### src/rtl/mc_pkg.sv
// Shared types and encodings for the multicycle ARM controller.
package mc_pkg;

    typedef enum logic [3:0] {
        StFetch,
        StDecode,
        StExecuteR,
        StExecuteI,
        StAluWb,
        StMemAdr,
        StMemRead,
        StMemWb,
        StMemWrite,
        StBranch
    } state_t;

    // ALUControl
    localparam logic [1:0] AluAdd = 2'b00;
    localparam logic [1:0] AluSub = 2'b01;
    localparam logic [1:0] AluAnd = 2'b10;
    localparam logic [1:0] AluOrr = 2'b11;

    // ResultSrc
    localparam logic [1:0] ResAluOut    = 2'b00;
    localparam logic [1:0] ResData      = 2'b01;
    localparam logic [1:0] ResAluResult = 2'b10;

    // ALUSrcB
    localparam logic [1:0] SrcBReg  = 2'b00;
    localparam logic [1:0] SrcBImm  = 2'b01;
    localparam logic [1:0] SrcBFour = 2'b10;

    // ImmSrc
    localparam logic [1:0] ImmDp  = 2'b00;
    localparam logic [1:0] ImmMem = 2'b01;
    localparam logic [1:0] ImmBr  = 2'b10;

    // RegSrc
    localparam logic [1:0] RegSrcNone = 2'b00;
    localparam logic [1:0] RegSrcB    = 2'b01;
    localparam logic [1:0] RegSrcStr  = 2'b10;

    // Op field
    localparam logic [1:0] OpDp  = 2'b00;
    localparam logic [1:0] OpMem = 2'b01;
    localparam logic [1:0] OpBr  = 2'b10;

    // Data-processing commands, Funct[4:1]
    localparam logic [3:0] CmdAnd = 4'b0000;
    localparam logic [3:0] CmdSub = 4'b0010;
    localparam logic [3:0] CmdAdd = 4'b0100;
    localparam logic [3:0] CmdRsc = 4'b0111;
    localparam logic [3:0] CmdOrr = 4'b1100;

    // Condition codes
    localparam logic [3:0] CondEq = 4'h0;
    localparam logic [3:0] CondNe = 4'h1;
    localparam logic [3:0] CondCs = 4'h2;
    localparam logic [3:0] CondCc = 4'h3;
    localparam logic [3:0] CondMi = 4'h4;
    localparam logic [3:0] CondPl = 4'h5;
    localparam logic [3:0] CondVs = 4'h6;
    localparam logic [3:0] CondVc = 4'h7;
    localparam logic [3:0] CondHi = 4'h8;
    localparam logic [3:0] CondLs = 4'h9;
    localparam logic [3:0] CondGe = 4'ha;
    localparam logic [3:0] CondLt = 4'hb;
    localparam logic [3:0] CondGt = 4'hc;
    localparam logic [3:0] CondLe = 4'hd;
    localparam logic [3:0] CondAl = 4'he;

    // True for the data-processing commands this datapath implements.
    function automatic logic dp_cmd_valid(input logic [3:0] cmd);
        return (cmd == CmdAnd) || (cmd == CmdSub) || (cmd == CmdAdd) ||
               (cmd == CmdRsc) || (cmd == CmdOrr);
    endfunction

endpackage

### src/rtl/cond_unit.sv
// NZCV flags register, condition evaluation and gated flag writes.
module cond_unit
    import mc_pkg::*;
#(
    parameter logic [3:0] RESET_FLAGS = 4'b0000
) (
    input  logic       clk,
    input  logic       reset,
    input  logic [3:0] cond,
    input  logic [3:0] alu_flags,
    input  logic       latch_cond,
    input  logic       write_nz,
    input  logic       write_cv,
    output logic       cond_ex,
    output logic       carry
);

    logic [3:0] flags_q;
    logic       cond_ex_q;
    logic       cond_now;
    logic       n, z, c, v;

    assign {n, z, c, v} = flags_q;

    // Evaluate the condition field against the current (pre-instruction) flags.
    always_comb begin
        cond_now = 1'b1;
        case (cond)
            CondEq:  cond_now = z;
            CondNe:  cond_now = ~z;
            CondCs:  cond_now = c;
            CondCc:  cond_now = ~c;
            CondMi:  cond_now = n;
            CondPl:  cond_now = ~n;
            CondVs:  cond_now = v;
            CondVc:  cond_now = ~v;
            CondHi:  cond_now = c & ~z;
            CondLs:  cond_now = ~c | z;
            CondGe:  cond_now = (n == v);
            CondLt:  cond_now = (n != v);
            CondGt:  cond_now = ~z & (n == v);
            CondLe:  cond_now = z | (n != v);
            default: cond_now = 1'b1;  // AL, and 1111 treated as AL
        endcase
    end

    // Flags and latched condition; writes only land for instructions that passed.
    always_ff @(posedge clk) begin
        if (reset) begin
            flags_q   <= RESET_FLAGS;
            cond_ex_q <= 1'b0;
        end else begin
            if (latch_cond) begin
                cond_ex_q <= cond_now;
            end
            if (write_nz && cond_ex_q) begin
                flags_q[3:2] <= alu_flags[3:2];
            end
            if (write_cv && cond_ex_q) begin
                flags_q[1:0] <= alu_flags[1:0];
            end
        end
    end

    assign cond_ex = cond_ex_q;
    assign carry   = flags_q[1];

endmodule

### src/rtl/mc_controller.sv
// Multicycle ARM controller: FSM sequencing, ALU decode and datapath controls.
module mc_controller
    import mc_pkg::*;
#(
    parameter logic [3:0] RESET_FLAGS = 4'b0000
) (
    input  logic       clk,
    input  logic       reset,
    input  logic [3:0] Cond,
    input  logic [1:0] Op,
    input  logic [5:0] Funct,
    input  logic [3:0] Rd,
    input  logic [3:0] ALUFlags,
    output logic       PCWrite,
    output logic       AdrSrc,
    output logic       MemWrite,
    output logic       IRWrite,
    output logic [1:0] ResultSrc,
    output logic [1:0] ALUControl,
    output logic       ALUSrcA,
    output logic [1:0] ALUSrcB,
    output logic [1:0] ImmSrc,
    output logic [1:0] RegSrc,
    output logic       RegWrite,
    output logic       RSCSignal,
    output logic       CarryFlag,
    output logic       Undef
);

    state_t     state_q, state_d;
    logic [3:0] cmd;
    logic       rd_pc;
    logic       cond_ex;
    logic       latch_cond;
    logic       write_nz;
    logic       write_cv;

    assign cmd   = Funct[4:1];
    assign rd_pc = (Rd == 4'hf);

    cond_unit #(
        .RESET_FLAGS(RESET_FLAGS)
    ) u_cond_unit (
        .clk       (clk),
        .reset     (reset),
        .cond      (Cond),
        .alu_flags (ALUFlags),
        .latch_cond(latch_cond),
        .write_nz  (write_nz),
        .write_cv  (write_cv),
        .cond_ex   (cond_ex),
        .carry     (CarryFlag)
    );

    // State register.
    always_ff @(posedge clk) begin
        if (reset) begin
            state_q <= StFetch;
        end else begin
            state_q <= state_d;
        end
    end

    // Immediate and register-source selects depend only on the instruction class.
    always_comb begin
        ImmSrc = ImmDp;
        RegSrc = RegSrcNone;
        case (Op)
            OpMem: begin
                ImmSrc = ImmMem;
                RegSrc = Funct[0] ? RegSrcNone : RegSrcStr;
            end
            OpBr: begin
                ImmSrc = ImmBr;
                RegSrc = RegSrcB;
            end
            default: ;
        endcase
    end

    // Next-state and per-state datapath controls.
    always_comb begin
        state_d    = state_q;
        PCWrite    = 1'b0;
        AdrSrc     = 1'b0;
        MemWrite   = 1'b0;
        IRWrite    = 1'b0;
        ResultSrc  = ResAluOut;
        ALUControl = AluAdd;
        ALUSrcA    = 1'b0;
        ALUSrcB    = SrcBReg;
        RegWrite   = 1'b0;
        RSCSignal  = 1'b0;
        Undef      = 1'b0;
        latch_cond = 1'b0;
        write_nz   = 1'b0;
        write_cv   = 1'b0;

        unique case (state_q)
            StFetch: begin
                IRWrite   = 1'b1;
                ALUSrcA   = 1'b1;
                ALUSrcB   = SrcBFour;
                ResultSrc = ResAluResult;
                PCWrite   = 1'b1;
                state_d   = StDecode;
            end
            StDecode: begin
                ALUSrcA    = 1'b1;
                ALUSrcB    = SrcBFour;
                ResultSrc  = ResAluResult;
                latch_cond = 1'b1;
                case (Op)
                    OpDp: begin
                        if (dp_cmd_valid(cmd)) begin
                            state_d = Funct[5] ? StExecuteI : StExecuteR;
                        end else begin
                            Undef   = 1'b1;
                            state_d = StFetch;
                        end
                    end
                    OpMem:   state_d = StMemAdr;
                    OpBr:    state_d = StBranch;
                    default: begin
                        Undef   = 1'b1;
                        state_d = StFetch;
                    end
                endcase
            end
            StExecuteR, StExecuteI: begin
                ALUSrcA = 1'b0;
                ALUSrcB = (state_q == StExecuteI) ? SrcBImm : SrcBReg;
                unique case (cmd)
                    CmdAdd: ALUControl = AluAdd;
                    CmdSub: ALUControl = AluSub;
                    CmdAnd: ALUControl = AluAnd;
                    CmdOrr: ALUControl = AluOrr;
                    CmdRsc: begin
                        ALUControl = AluSub;
                        RSCSignal  = 1'b1;
                    end
                    default: ALUControl = AluAdd;
                endcase
                // Logical ops leave C and V alone.
                write_nz = Funct[0];
                write_cv = Funct[0] & ((cmd == CmdAdd) || (cmd == CmdSub) || (cmd == CmdRsc));
                state_d  = StAluWb;
            end
            StAluWb: begin
                ResultSrc = ResAluOut;
                RegWrite  = cond_ex & ~rd_pc;
                PCWrite   = cond_ex & rd_pc;
                state_d   = StFetch;
            end
            StMemAdr: begin
                ALUSrcA = 1'b0;
                ALUSrcB = SrcBImm;
                state_d = Funct[0] ? StMemRead : StMemWrite;
            end
            StMemRead: begin
                ResultSrc = ResAluOut;
                AdrSrc    = 1'b1;
                state_d   = StMemWb;
            end
            StMemWb: begin
                ResultSrc = ResData;
                RegWrite  = cond_ex & ~rd_pc;
                PCWrite   = cond_ex & rd_pc;
                state_d   = StFetch;
            end
            StMemWrite: begin
                ResultSrc = ResAluOut;
                AdrSrc    = 1'b1;
                MemWrite  = cond_ex;
                state_d   = StFetch;
            end
            StBranch: begin
                ALUSrcA   = 1'b0;
                ALUSrcB   = SrcBImm;
                ResultSrc = ResAluResult;
                PCWrite   = cond_ex;
                state_d   = StFetch;
            end
            default: state_d = StFetch;
        endcase

        // Reset kills every write strobe in the same cycle.
        if (reset) begin
            PCWrite  = 1'b0;
            MemWrite = 1'b0;
            IRWrite  = 1'b0;
            RegWrite = 1'b0;
            Undef    = 1'b0;
        end
    end

endmodule

### config.mk
export PLATFORM = sky130hd
export DESIGN_NAME = mc_controller
export DESIGN_NICKNAME = d
export VERILOG_FILES = /design/src/rtl/mc_pkg.sv /design/src/rtl/cond_unit.sv /design/src/rtl/mc_controller.sv
export SDC_FILE = /design/constraint.sdc
export NUM_CORES = 1
export LEC_CHECK = 0
export BUFFER_PORTS_ARGS = -buffer_cell sky130_fd_sc_hd__buf_2
export CAP_MARGIN = 20
export CORE_UTILIZATION = 47
export DETAILED_ROUTE_END_ITERATION = 8
export PLACE_DENSITY = 0.79
export SLEW_MARGIN = 20
export SYNTH_ARGS = -nofsm -noshare
export SYNTH_HDL_FRONTEND = slang
export SYNTH_SLANG_ARGS = --single-unit
### constraint.sdc
create_clock -name clk -period 1.6 [get_ports clk]
set_input_delay 0.32 -clock clk [delete_from_list [all_inputs] [get_ports clk]]
set_output_delay 0.32 -clock clk [all_outputs]
set_load 0.02 [all_outputs]
### Word-level counts from Yosys, hierarchy flattened

Index checks and enable logic that the tools add are counted.

* muxes and demuxes: 33
* reductions and logical operators: 20
* bitwise gates (word level): 12
* eq/ne operators: 31

Operators with widths (count)
* 4-bit by 3-bit == test with 1-bit output (second input constant): 10
* 4-bit == test (second input constant): 10
* 4-bit by 2-bit == test with 1-bit output (second input constant): 5
* 4-bit case mux with 5 select lines: 1
* 1-bit two-way mux: 19
* 1-bit case mux with 14 select lines: 1
* 2-bit OR reduction: 7
* 4-bit logical NOT: 3
* 2-bit case mux with 2 select lines: 3
* 2-bit case mux with 3 select lines: 2
* 4-bit case mux with 3 select lines: 1
* 4-bit by 1-bit == test with 1-bit output (second input constant): 2
* 1-bit logical OR: 6
* 2-bit two-way mux: 3
* 1-bit AND: 5
* 1-bit inverter: 5
* 4-bit two-way mux: 1
* 1-bit case mux with 3 select lines: 1
* 3-bit OR reduction: 1
* 2-bit by 1-bit == test with 1-bit output (second input constant): 1
* 2-bit == test (second input constant): 1
* 1-bit logical AND: 2
* 2-bit logical NOT: 1
* 1-bit bitwise OR: 2
* 3 further kinds: 3

* input bits: 22
* register bits after elaboration: 9
* output and inout bits: 19

### Depth between registers and ports, before layout

Gate-level depths: netlist of run 1.

* depth after elaboration: 9
* depth in mapped cells: 6
* mapped depth without buffers: 6

### Modules after synthesis

From an unflattened synthesis of run 1, not the netlist that was laid out.

* cells, all modules: 121
* area total of the unflattened synthesis: 998.5 um2

Modules (own cells, without submodules)
* mc_controller: area an instance 676.9 um2, cells each 82, instances 1, sequential area each 80.1 um2
* cond_unit: area an instance 321.6 um2, cells each 39, instances 1, sequential area each 100.1 um2

### Worst setup path after synthesis of run 1

OpenSTA, ideal clock, no wires.

* path kind: register to output
* start: reg state_q[3]
* end: out PCWrite
* arrival time: 1516 ps
* required time: 1280 ps
* slack: -236 ps
* cell stages (with the launch flop): 5
* path through: dfxtp_1 -> clkbuf_1 -> a211oi_1 -> nand2_1 -> o21ai_0

* word-level cells in the longest chain between the ends: 4
* elaborated cells between the ends (all ways): 7
* classes of those cells: eq/ne (3); mux (2); reduce/logical (2)

RTL lines
* start, declared: line mc_controller.sv:30 `state_t state_q, state_d;`
* start signal, assigned: line mc_controller.sv:58 `state_q <= StFetch;`
* start signal, assigned: line mc_controller.sv:60 `state_q <= state_d;`
* 4-bit by 3-bit == test with 1-bit output: line mc_controller.sv:99 `unique case (state_q)`
* 2-bit OR reduction (no source line)
* 1-bit case mux with 3 select lines (*): line mc_controller.sv:99
* 1-bit two-way mux (*): line mc_controller.sv:188 `if (reset) begin`
* end, declared: line mc_controller.sv:14 `output logic PCWrite,`

Every way passes the cells marked *; elsewhere a longest branch is shown, timed or not.

### Worst setup path in the final report of run 1

* start: reg state_q[3]
* end: out Undef

* word-level cells in the longest chain between the ends: 3

RTL lines
* 4-bit by 1-bit == test with 1-bit output: line mc_controller.sv:99
* 1-bit two-way mux: line mc_controller.sv:99
* 1-bit two-way mux: line mc_controller.sv:188
* end, declared: line mc_controller.sv:27 `output logic Undef`

Every way passes these cells.

==> run summary, run 1 <==
nets - 222
initial DRC count - 81
Die W - 47.4 um
I/O pins - 41
fin cells - 220
DR pass1 iterations - 4
IO Port Bufs - 40
largest net degree at the start of global routing - 11
DR vias - 1297
pre-CTS setup slack - -52.7 ps
pwr/cell area - 487 nW/um^2
Post-DRT Antenna Nets - 0
CTS tree - done
Synth Net Count - 152
clk sinks - 9
Comb power frac - 45.4%
P_int - 513 uW
cell taking the most area after synthesis - dfxtp_1
Reg clk slew, reported paths - 70 ps
final setup TNS - -841 ps
HP Class - in -> reg
diode count - 0
Syn. warnings - 0
CTS root buf - clkbuf_4
#FFs+latches synth - 9
synth top area cells - dfxtp_1 19%, ha_1 7.8%, a21oi_1 5.2%
failing checks - setup timing
Reg2Reg Setup Slack - -20 ps
RSZ-0062 raised after global routing - true
Core ar. - 1940 um^2
Worst Path Buf+Inv - 1
CP max FO - 5
Cells after Synth - 124
vias in the first global route - 1046
worst slew pin tran - 655 ps
dpl cells - 207
area fraction of the dominant cell type after synthesis - 18.6%
Critical Path, Cell by Cell - nor4b_4 -> nand2b_1 -> a211oi_4 -> buf_6
Setup crit start kind - flip-flop
P&R area growth vs syn - 70.8%
first-pass GRT wire length - 4.48 mm
Post-synth EDFFs - 0
final hold violation count - 0
critical path's top delay family - simple AND/OR/NAND/NOR gates
slowest cell on the critical path - dfxtp_4
Avg WL per Cell - 16.3 um
mean post-synth cell area - 7.80 um^2
Psw - 292 uW
Crit Path Category - reg -> out
Slew Limit Headroom - 56.0%
# DRC - 0
Synth Cell Area - 967 um^2
post-layout util - 85.1%
Stages on worst setup path - 4
GRT Overall Usage - 28.8%
Async SR Flop Fraction - 0%
Crit. End Element - output pin
CTS Buffer Depth - 2
Die Height - 47.4 um
Worst Path Arrival - 1480 ps
most used flip-flop cell after synthesis - dfxtp_1
Hold Buf Count CTS - 0
Clk pwr share - 22.9%
CTS buffer count - 3
final setup fails - 8
share of layout cells above drive strength 1 - 53.9%
worst-skew pair later-pin latency - 260 ps
leakage power total - 0.000732 uW
Clock Skew - 5.44 ps
H-tree levels - 1
Net Sw Frac - 36.2%
row count - 16
dpl hpwl - 2.11 mm
setup ws final - -203 ps
f_max - 555 MHz
period utilisation layout - 113%
Cell variety after synth - 47
register area share after synthesis - 18.6%
worst path required time - 1280 ps
global route overflow - 0
worst hold path stage count - 3
max incr delay on CP - 380 ps
initial antenna violation count - 0
die area - 2240 um^2
Worst VDD drop - 0.000321 V
maxcap violations - 0
Layout fillers - 115
via/cell ratio - 5.90
most frequent cells in the layout - 32 x buf_2, 32 x buf_4, 10 x a21oi_1
routed wire length - 3.59 mm
GP Congestion - 0.852
Initial Utilization - 49.8%
minimum clock period - 1800 ps
status - finished, violations left
sequential share of power - 31.7%
worst reg2reg path depth - 4
Final Max Tran Viols - 0
[worst register-to-register path: cells and delay by family, from the launching register on]
kind / cells / cell delay (ps)
XOR/XNOR: 1 / 560
flip-flops: 1 / 340
AO/OA/AOI/OAI: 3 / 650
[Yosys cell counts, types with 2 or more instances]
cell type,n
nor2_1,12
a21oi_1,10
dfxtp_1,9
ha_1,6
nand2b_1,6
nor2b_1,6
inv_1,5
nand3_1,5
o21ai_0,5
a211oi_1,4
clkbuf_1,4
nand2_1,4
and3_1,3
mux2i_1,3
nand4b_1,3
xnor2_1,3
buf_2,2
nand4_1,2
nor3_1,2
nor3b_1,2
nor4_1,2
[state kept, by name (all words and copies together), names as in the netlist]
signal               flops
u_cond_unit.flags_q      4
u_cond_unit.cond_ex      1
state_q                  4
[power groups by stage]
stage,registers (uW),logic [uW],clock network (uW)
floorplan,243,168,0
global placement,253,268,0
detailed placement,253,277,0
CTS,250,305,187
global route,256,391,198
finish,255,365,184
[layout make-up]
type	instances	area (um^2)	share of cell area [%]
Inverter	5	21.3	1.29
Sequential cell	9	195	11.8
Clock buffer	4	26.3	1.59
Tap cell	27	33.8	2.05
Timing Repair Buffer	72	490	29.7
Multi-Input combinational cell	103	885	53.6
[metal layers]
metal	up-vias	wire length, um	GRT usage, %
met4	0	125	14.3
met3	20	311	1.92
met1	584	1360	34.6
met2	93	1790	51.2
li1	600	-	-
met5	-	0	0
[what timing repair did]
item / 4_1_cts / 5_1_grt
pin swaps: 2 / 5
resized for setup: 30 / 18
buffers inserted: 4 / 5
setup endpoints to repair: 10 / 12
[worst paths after layout]
check	start	to
worst min-delay path	ALUFlags[1]	u_cond_unit.flags_q[1]$_SDFFE_PP0P_
worst max register to register	u_cond_unit.flags_q[0]$_SDFFE_PP0P_	u_cond_unit.cond_ex$_SDFFE_PP0P_
worst min register to register	u_cond_unit.flags_q[3]$_SDFFE_PP0P_	u_cond_unit.flags_q[3]$_SDFFE_PP0P_
worst max-delay path	state_q[3]$_SDFF_PP0_	Undef
[metrics by stage]
step	power [uW]	hold WS, ps	cell area [um^2]
final	805	312	1650
after global routing	845	325	1650
after CTS	741	294	1520
after detailed placement	530	505	1380
after global placement	521	498	1380
after floorplan	411	467	1000
[logic make-up (layout without fill, tap and decap cells)]
logic type | after synthesis | count (layout) | share of synthesized area (%)
buffers and inverters | 12 | 81 | 5.30
AO/OA/AOI/OAI | 31 | 31 | 22.1
AND/OR/NAND/NOR | 57 | 57 | 36.0
adder cells (fa/ha/maj) | 6 | 6 | 7.76
multiplexers | 5 | 5 | 6.60
XOR/XNOR | 4 | 4 | 3.62
flip-flops | 9 | 9 | 18.6
Note: power is estimated with default switching activity, not from simulation.
==> inputs of run 2 (changes only) <==
- ABC_AREA: default -> 1
- CORE_UTILIZATION: 47 -> 46
- PLACE_DENSITY: 0.79 -> 0.78
==> run 2 against run 1 <==
Against the previous run:
- the flow still finishes with violations (setup timing)
- via count fell by 1.6%
- synthesized area fell by 5.3%
- cell count rose by 10%
- core utilization fell by 9.7 points
- critical path depth rose by 1
- hold slack improved by 1.3 ps
- clock power barely moved
- fmax rose by 9.4%
- global-route usage fell by 4.4 points
- die area fell by 3.1%
- clock skew fell by 1.7 ps
- clock-buffer cell count did not move
- largest power group unchanged
- highest routed layer unchanged
==> run summary, run 2 <==
initial DRC count - 32 (was 81)
Crit. End Element - output pin (unchanged)
nets - 246 (was 222)
worst slew pin tran - 260 ps (was 655 ps)
CTS Buffer Depth - 2 (unchanged)
Crit Path Category - reg -> out (unchanged)
Synth Net Count - 187 (was 152)
IO Port Bufs - 40 (unchanged)
Die W - 46.6 um (was 47.4 um)
area taken by multi-input logic gates - 651 um^2 (was 885 um^2)
worst reg2reg path depth - 7 (was 4)
count leader, synth - nand2_1 (was nor2_1)
worst r2r src - state_q[3]$_SDFF_PP0_ (was u_cond_unit.flags_q[0]$_SDFFE_PP0P_)
crit path from - state_q[0]$_SDFF_PP0_ (was state_q[3]$_SDFF_PP0_)
leakage power total - 0.000751 uW (was 0.000732 uW)
Core ar. - 1800 um^2 (was 1940 um^2)
dpl hpwl - 1.79 mm (was 2.11 mm)
most used flip-flop cell after synthesis - dfxtp_1 (unchanged)
Post-DRT Antenna Nets - 0 (unchanged)
global route overflow - 0 (unchanged)
status - finished, violations left (unchanged)
first-pass GRT wire length - 3.81 mm (was 4.48 mm)
Setup crit start kind - flip-flop (unchanged)
CTS root buf - clkbuf_4 (unchanged)
failing checks - setup timing (unchanged)
clk sinks - 9 (unchanged)
initial antenna violation count - 0 (unchanged)
H-tree levels - 1 (unchanged)
maxcap violations - 0 (unchanged)
post-route cell area - 1360 um^2 (was 1650 um^2)
synth top area cells - dfxtp_1 20%, nand2_1 14%, inv_1 13% (was dfxtp_1 19%, ha_1 7.8%, a21oi_1 5.2%)
#FFs+latches synth - 9 (unchanged)
largest net degree at the start of global routing - 9 (was 11)
HP Class - in -> reg (unchanged)
pre-CTS setup slack - 44.2 ps (was -52.7 ps)
DR pass1 iterations - 4 (unchanged)
Slew Limit Headroom - 82.6% (was 56.0%)
CP max FO - 4 (was 5)
share of layout cells above drive strength 1 - 38.2% (was 53.9%)
minimum clock period - 1650 ps (was 1800 ps)
Avg WL per Cell - 11.7 um (was 16.3 um)
CTS buffer count - 3 (unchanged)
Initial Utilization - 50.8% (was 49.8%)
f_max - 607 MHz (was 555 MHz)
GRT Overall Usage - 24.4% (was 28.8%)
Reg clk slew, reported paths - 60 ps (was 70 ps)
dpl cells - 227 (was 207)
Reg2Reg Capture Point - state_q[0]$_SDFF_PP0_ (was u_cond_unit.cond_ex$_SDFFE_PP0P_)
Async SR Flop Fraction - 0% (unchanged)
cell taking the most area after synthesis - dfxtp_1 (unchanged)
area fraction of the dominant cell type after synthesis - 19.7% (was 18.6%)
worst-skew pair later-pin latency - 270 ps (was 260 ps)
register area share after synthesis - 19.7% (was 18.6%)
period utilisation layout - 103% (was 113%)
Cell variety after synth - 23 (was 47)
Final Max Tran Viols - 0 (unchanged)
DR vias - 1276 (was 1297)
worst hold path stage count - 3 (unchanged)
Reg2Reg Setup Slack - 210 ps (was -20 ps)
Post-synth EDFFs - 0 (unchanged)
most frequent cells in the layout - 36 x buf_2, 31 x nand2_1, 27 x inv_1 (was 32 x buf_2, 32 x buf_4, 10 x a21oi_1)
Die Height - 46.6 um (was 47.4 um)
Critical path destination - PCWrite (was Undef)
via/cell ratio - 5.27 (was 5.90)
pwr/cell area - 539 nW/um^2 (was 487 nW/um^2)
P&R area growth vs syn - 48.2% (was 70.8%)
RSZ-0062 raised after global routing - true (unchanged)
Post-synth top cells - 33 x nand2_1, 31 x inv_1, 23 x nor2_1 (was 12 x nor2_1, 10 x a21oi_1, 9 x dfxtp_1)
I/O pins - 41 (unchanged)
Clock Skew - 3.72 ps (was 5.44 ps)
row count - 15 (was 16)
fin cells - 242 (was 220)
CTS tree - done (unchanged)
Worst Path Arrival - 1330 ps (was 1480 ps)
die area - 2170 um^2 (was 2240 um^2)
Syn. warnings - 0 (unchanged)
DP Area - 1170 um^2 (was 1380 um^2)
Synth Cell Area - 916 um^2 (was 967 um^2)
final setup fails - 3 (was 8)
final hold violation count - 0 (unchanged)
Layout fillers - 154 (was 115)
commonest non-fill, non-tap cell in the layout - buf_2
final setup TNS - -114 ps (was -841 ps)
Worst VDD drop - 0.000368 V (was 0.000321 V)
routed wire length - 2.82 mm (was 3.59 mm)
Cells after Synth - 159 (was 124)
mean post-synth cell area - 5.76 um^2 (was 7.80 um^2)
diode count - 0 (unchanged)
worst path required time - 1280 ps (about the same)
Hold Buf Count CTS - 0 (unchanged)
vias in the first global route - 969 (was 1046)
setup ws final - -48.7 ps (was -203 ps)
GP Congestion - 0.865 (was 0.852)
Sequential cell area - 193 um^2 (was 195 um^2)
# DRC - 0 (unchanged)
-- run 2: cell types whose count changed after synthesis, sizes merged, moves of 6 or more --
cell	change
nor2	+15
inv	+26
nor2b	-6
nand3	+11
nand2	+30
nand2b	-6
-- run 2: area by class of cell --
cell class / instances / share of cell area (%)
well taps: 25 / 2.30
multi-input cells: 116 / 47.9
flip-flops and latches: 9 / 14.2
clock buffers: 4 / 1.94
repair buffers: 57 / 24.9
inverters: 31 / 8.76
-- run 2: cells by family after synthesis --
| family | count (synthesis) | synth area share [%] |
|---|---|---|
| fa+ha+maj | 6 | 8.20 |
| flops | 9 | 19.7 |
| compound gates | 24 | 14.8 |
| buf+inv | 34 | 15.2 |
| simple gates | 86 | 42.2 |
-- run 2: timing repair --
action	CTS	global route
resized for setup	16	10
buffers inserted	5	6
pin swaps	4	7
setup endpoints to repair	6	7
-- run 2: where the power goes --
group          switching [uW]  internal, uW
Sequential               12.9           233
Clock                    85.2          96.4
Combinational             176           129
-- run 2: metal layers --
metal,up-vias,share of wire (%),GRT usage [%]
li1,630,-,-
met5,-,0,0
met4,0,2.5,7.43
met3,11,5.7,3.53
met1,576,42,30.3
met2,59,50,42.8
-- run 2: worst min path at each step --
stage | from | slack, ps | endpoint
final | ALUFlags[3] | 310 | u_cond_unit.flags_q[3]$_SDFFE_PP0P_
after global placement | u_cond_unit.flags_q[0]$_SDFFE_PP0P_ | 480 | u_cond_unit.flags_q[0]$_SDFFE_PP0P_
after floorplan | u_cond_unit.flags_q[0]$_SDFFE_PP0P_ | 460 | u_cond_unit.flags_q[0]$_SDFFE_PP0P_
after CTS | ALUFlags[1] | 320 | u_cond_unit.flags_q[1]$_SDFFE_PP0P_
after detailed placement | u_cond_unit.flags_q[1]$_SDFFE_PP0P_ | 480 | u_cond_unit.flags_q[1]$_SDFFE_PP0P_
after global routing | reset | 320 | state_q[3]$_SDFF_PP0_
-- run 2: stage by stage --
stage	hold slack (ps)	utilization, %	power (uW)
CTS	315	70.9	687
finish	313	75.3	732
global route	324	75.3	772
global placement	481	65.2	481
detailed placement	483	65.2	484
floorplan	458	-	396
-- run 2: critical path, cell delays in order, from the launching register on --
cell and delay, ps:
dfxtp_4 390, inv_4 50, nor2_4 160, nand3_2 120, o221ai_2 180, buf_4 170
==> inputs of run 3 (changes only) <==
- CAP_MARGIN: 20 -> default
- CORE_UTILIZATION: 46 -> 47
- PLACE_DENSITY: 0.78 -> 0.79
- SYNTH_HIERARCHICAL: default -> 1
==> run 3 against run 2 <==
Against the previous run:
- the flow still finishes with violations (setup timing)
- total power fell by 3.8%
- routed wire length decreased by 11%
- synthesized area up 6.3%
- die area grew 3.9%
- core utilization down 7.2 points
- sequential cell count unchanged
- global-route usage fell by 2.0 points
- register-to-register slack hardly changed
- critical path depth grew 3
- sequential share of layout area up 0.21 points
==> run summary, run 3 <==
share of layout cells above drive strength 1 - 38.5% (was 38.2%)
Synth Net Count - 191 (was 187)
row count - 16 (was 15)
register area share after synthesis - 18.5% (was 19.7%)
Crit Path Category - reg -> out (unchanged)
slowest cell on the critical path - dfxtp_4 (unchanged)
f_max - 608 MHz (was 607 MHz)
failing checks - setup timing (unchanged)
area taken by multi-input logic gates - 692 um^2 (was 651 um^2)
DR pass1 iterations - 4 (unchanged)
worst-skew pair later-pin latency - 250 ps (was 270 ps)
Clk pwr share - 23.3% (was 24.8%)
Sequential cell area - 193 um^2 (unchanged)
sequential share of power - 35.0% (was 33.5%)
final setup fails - 3 (unchanged)
initial antenna violation count - 0 (unchanged)
Initial Utilization - 49.6% (was 50.8%)
Slew Limit Headroom - 84.7% (was 82.6%)
GRT Overall Usage - 22.4% (was 24.4%)
Worst VDD drop - 0.000417 V (was 0.000368 V)
XOR/XNOR share of the synthesized area - 0% (unchanged)
die area - 2260 um^2 (was 2170 um^2)
minimum clock period - 1640 ps (was 1650 ps)
Die Height - 47.5 um (was 46.6 um)
Post-synth EDFFs - 0 (unchanged)
period utilisation layout - 103% (about the same)
CTS buffer count - 3 (unchanged)
most used flip-flop cell after synthesis - dfxtp_1 (unchanged)
first-pass GRT wire length - 3.67 mm (was 3.81 mm)
multiplexer share of the synthesized area - 0% (unchanged)
Final Max Tran Viols - 0 (unchanged)
setup ws final - -44.0 ps (was -48.7 ps)
# DRC - 0 (unchanged)
IO Port Bufs - 40 (unchanged)
Net Sw Frac - 36.5% (was 37.5%)
Synth Cell Area - 973 um^2 (was 916 um^2)
initial DRC count - 52 (was 32)
Cell variety after synth - 27 (was 23)
worst path required time - 1280 ps (about the same)
Psw - 257 uW (was 274 uW)
largest family of logic cells by synthesized area - simple AND/OR/NAND/NOR gates (unchanged)
Reg clk slew, reported paths - 60 ps (about the same)
Die W - 47.5 um (was 46.6 um)
Hold Buf Count CTS - 0 (unchanged)
worst slew pin tran - 226 ps (was 260 ps)
I/O pins - 41 (unchanged)
routed wire length - 2.52 mm (was 2.82 mm)
DR vias - 1223 (was 1276)
H-tree levels - 1 (unchanged)
leakage power total - 0.000695 uW (was 0.000751 uW)
Core ar. - 1960 um^2 (was 1800 um^2)
RSZ-0062 raised after global routing - true (unchanged)
largest net degree at the start of global routing - 11 (was 9)
Layout fillers - 184 (was 154)
Async SR Flop Fraction - 0% (unchanged)
synth top area cells - dfxtp_1 19%, nand2_1 15%, inv_1 8.1% (was dfxtp_1 20%, nand2_1 14%, inv_1 13%)
CP max FO - 7 (was 4)
clk sinks - 9 (unchanged)
final hold violation count - 0 (unchanged)
#FFs+latches synth - 9 (unchanged)
Critical Path, Cell by Cell - inv_2 -> nor2_1 -> nor2_2 -> nand2_1 -> o21ai_1 -> nand2_1 -> o21ai_1 -> buf_4 (was inv_4 -> nor2_4 -> nand3_2 -> o221ai_2 -> buf_4)
pwr/cell area - 526 nW/um^2 (was 539 nW/um^2)
Post-synth top cells - 39 x nand2_1, 21 x inv_1, 21 x nor2_1 (was 33 x nand2_1, 31 x inv_1, 23 x nor2_1)
Syn. warnings - 6 (was 0)
Tot Pwr - 704 uW (was 732 uW)
global route overflow - 0 (unchanged)
Post-DRT Antenna Nets - 0 (unchanged)
nets - 242 (was 246)
maxcap violations - 0 (unchanged)
CTS tree - done (unchanged)
max incr delay on CP - 410 ps (was 390 ps)
P_int - 447 uW (was 458 uW)
HP Class - in -> reg (unchanged)
area fraction of the dominant cell type after synthesis - 18.5% (was 19.7%)
Synth Area in Compound Gates - 14.8% (about the same)
status - finished, violations left (unchanged)
dpl hpwl - 1.97 mm (was 1.79 mm)
critical path's top delay family - flip-flops (unchanged)
count leader, synth - nand2_1 (unchanged)
Avg WL per Cell - 10.5 um (was 11.7 um)
CTS root buf - clkbuf_4 (unchanged)
post-synthesis simple-gate area fraction - 45.5% (was 42.2%)
Setup crit start kind - flip-flop (unchanged)
mean post-synth cell area - 5.97 um^2 (was 5.76 um^2)
Comb power frac - 41.7% (was 41.6%)
most frequent cells in the layout - 38 x nand2_1, 38 x buf_2, 20 x inv_1, 20 x nor2_1, 13 x nand3_1 (was 36 x buf_2, 31 x nand2_1, 27 x inv_1)
Worst Path Arrival - 1320 ps (was 1330 ps)
vias in the first global route - 922 (was 969)
diode count - 0 (unchanged)
GP Congestion - 0.830 (was 0.865)
Cells after Synth - 163 (was 159)
Crit. End Element - output pin (unchanged)
adder-cell share of the synthesized area - 7.71% (was 8.20%)
CTS Buffer Depth - 2 (unchanged)
post-layout util - 68.2% (was 75.3%)
Clock Skew - 1.31 ps (was 3.72 ps)
P&R area growth vs syn - 37.4% (was 48.2%)
Worst Path Buf+Inv - 2 (unchanged)
cell taking the most area after synthesis - dfxtp_1 (unchanged)
via/cell ratio - 5.10 (was 5.27)
[run 3: tightest hold or removal path, delay by kind of cell]
kind / cells / cell delay (ps)
buffers and inverters: 1 / 100
AO/OA/AOI/OAI: 1 / 60
AND/OR/NAND/NOR: 1 / 80
[run 3: power by group through the flow]
stage               clock network, uW  logic, uW  registers [uW]
global placement                    0        246             249
CTS                               166        270             244
detailed placement                  0        254             249
finish                            164        294             246
floorplan                           0        171             246
global route                      181        325             248
[run 3: per-stage QoR]
| stage | setup TNS (ps) | hold WS (ps) | setup WS [ps] | area (um^2) | instances |
|---|---|---|---|---|---|
| after floorplan | 0 | 456 | 62.6 | 973 | 163 |
| after global placement | 0 | 472 | 50.0 | 1210 | 231 |
| after detailed placement | -11.2 | 473 | -11.2 | 1210 | 231 |
| after CTS | -24.4 | 353 | -15.1 | 1280 | 237 |
| after global routing | -487 | 357 | -126 | 1340 | 240 |
| final | -56.0 | 354 | -44.0 | 1340 | 240 |
[run 3: worst paths after layout]
path,start,end,slack [ps],cells after the start
min,Funct[5],state_q[0]$_SDFF_PP0_,350,3
max,state_q[1]$_SDFF_PP0_,PCWrite,-40,8
max reg2reg,state_q[3]$_SDFF_PP0_,u_cond_unit/flags_q[0]$_SDFFE_PP0P_,220,8
min reg2reg,u_cond_unit/flags_q[0]$_SDFFE_PP0P_,u_cond_unit/flags_q[0]$_SDFFE_PP0P_,480,2
[run 3: cell type report]
type,count,share of cell area [%]
Multi-Input combinational cell,123,51.7
Timing Repair Buffer,50,21.2
Sequential cell,9,14.4
Inverter,27,8.14
Tap cell,27,2.53
Clock buffer,4,1.96
[run 3: per-layer routing]
layer	vias to the layer above	GRT usage (%)	wire (um)
li1	628	-	-
met1	540	31.0	1080
met2	53	37.0	1240
met3	2	2.26	177
met4	0	5.71	19
met5	-	0	0
[run 3: cells by family (layout without fill, tap and decap cells)]
kind of cell	Yosys count	count (layout)
DFF	9	9
adders and majority gates	6	6
and+or+nand+nor	91	91
buffers and inverters	31	81
AOI/OAI and AO/OA	26	26
[run 3: repair_timing]
item / 4_1_cts / 5_1_grt
endpoints found under the setup margin: 10 / 9
setup buffers: 2 / 3
pin swaps: 2 / 2
resized for setup: 12 / 8
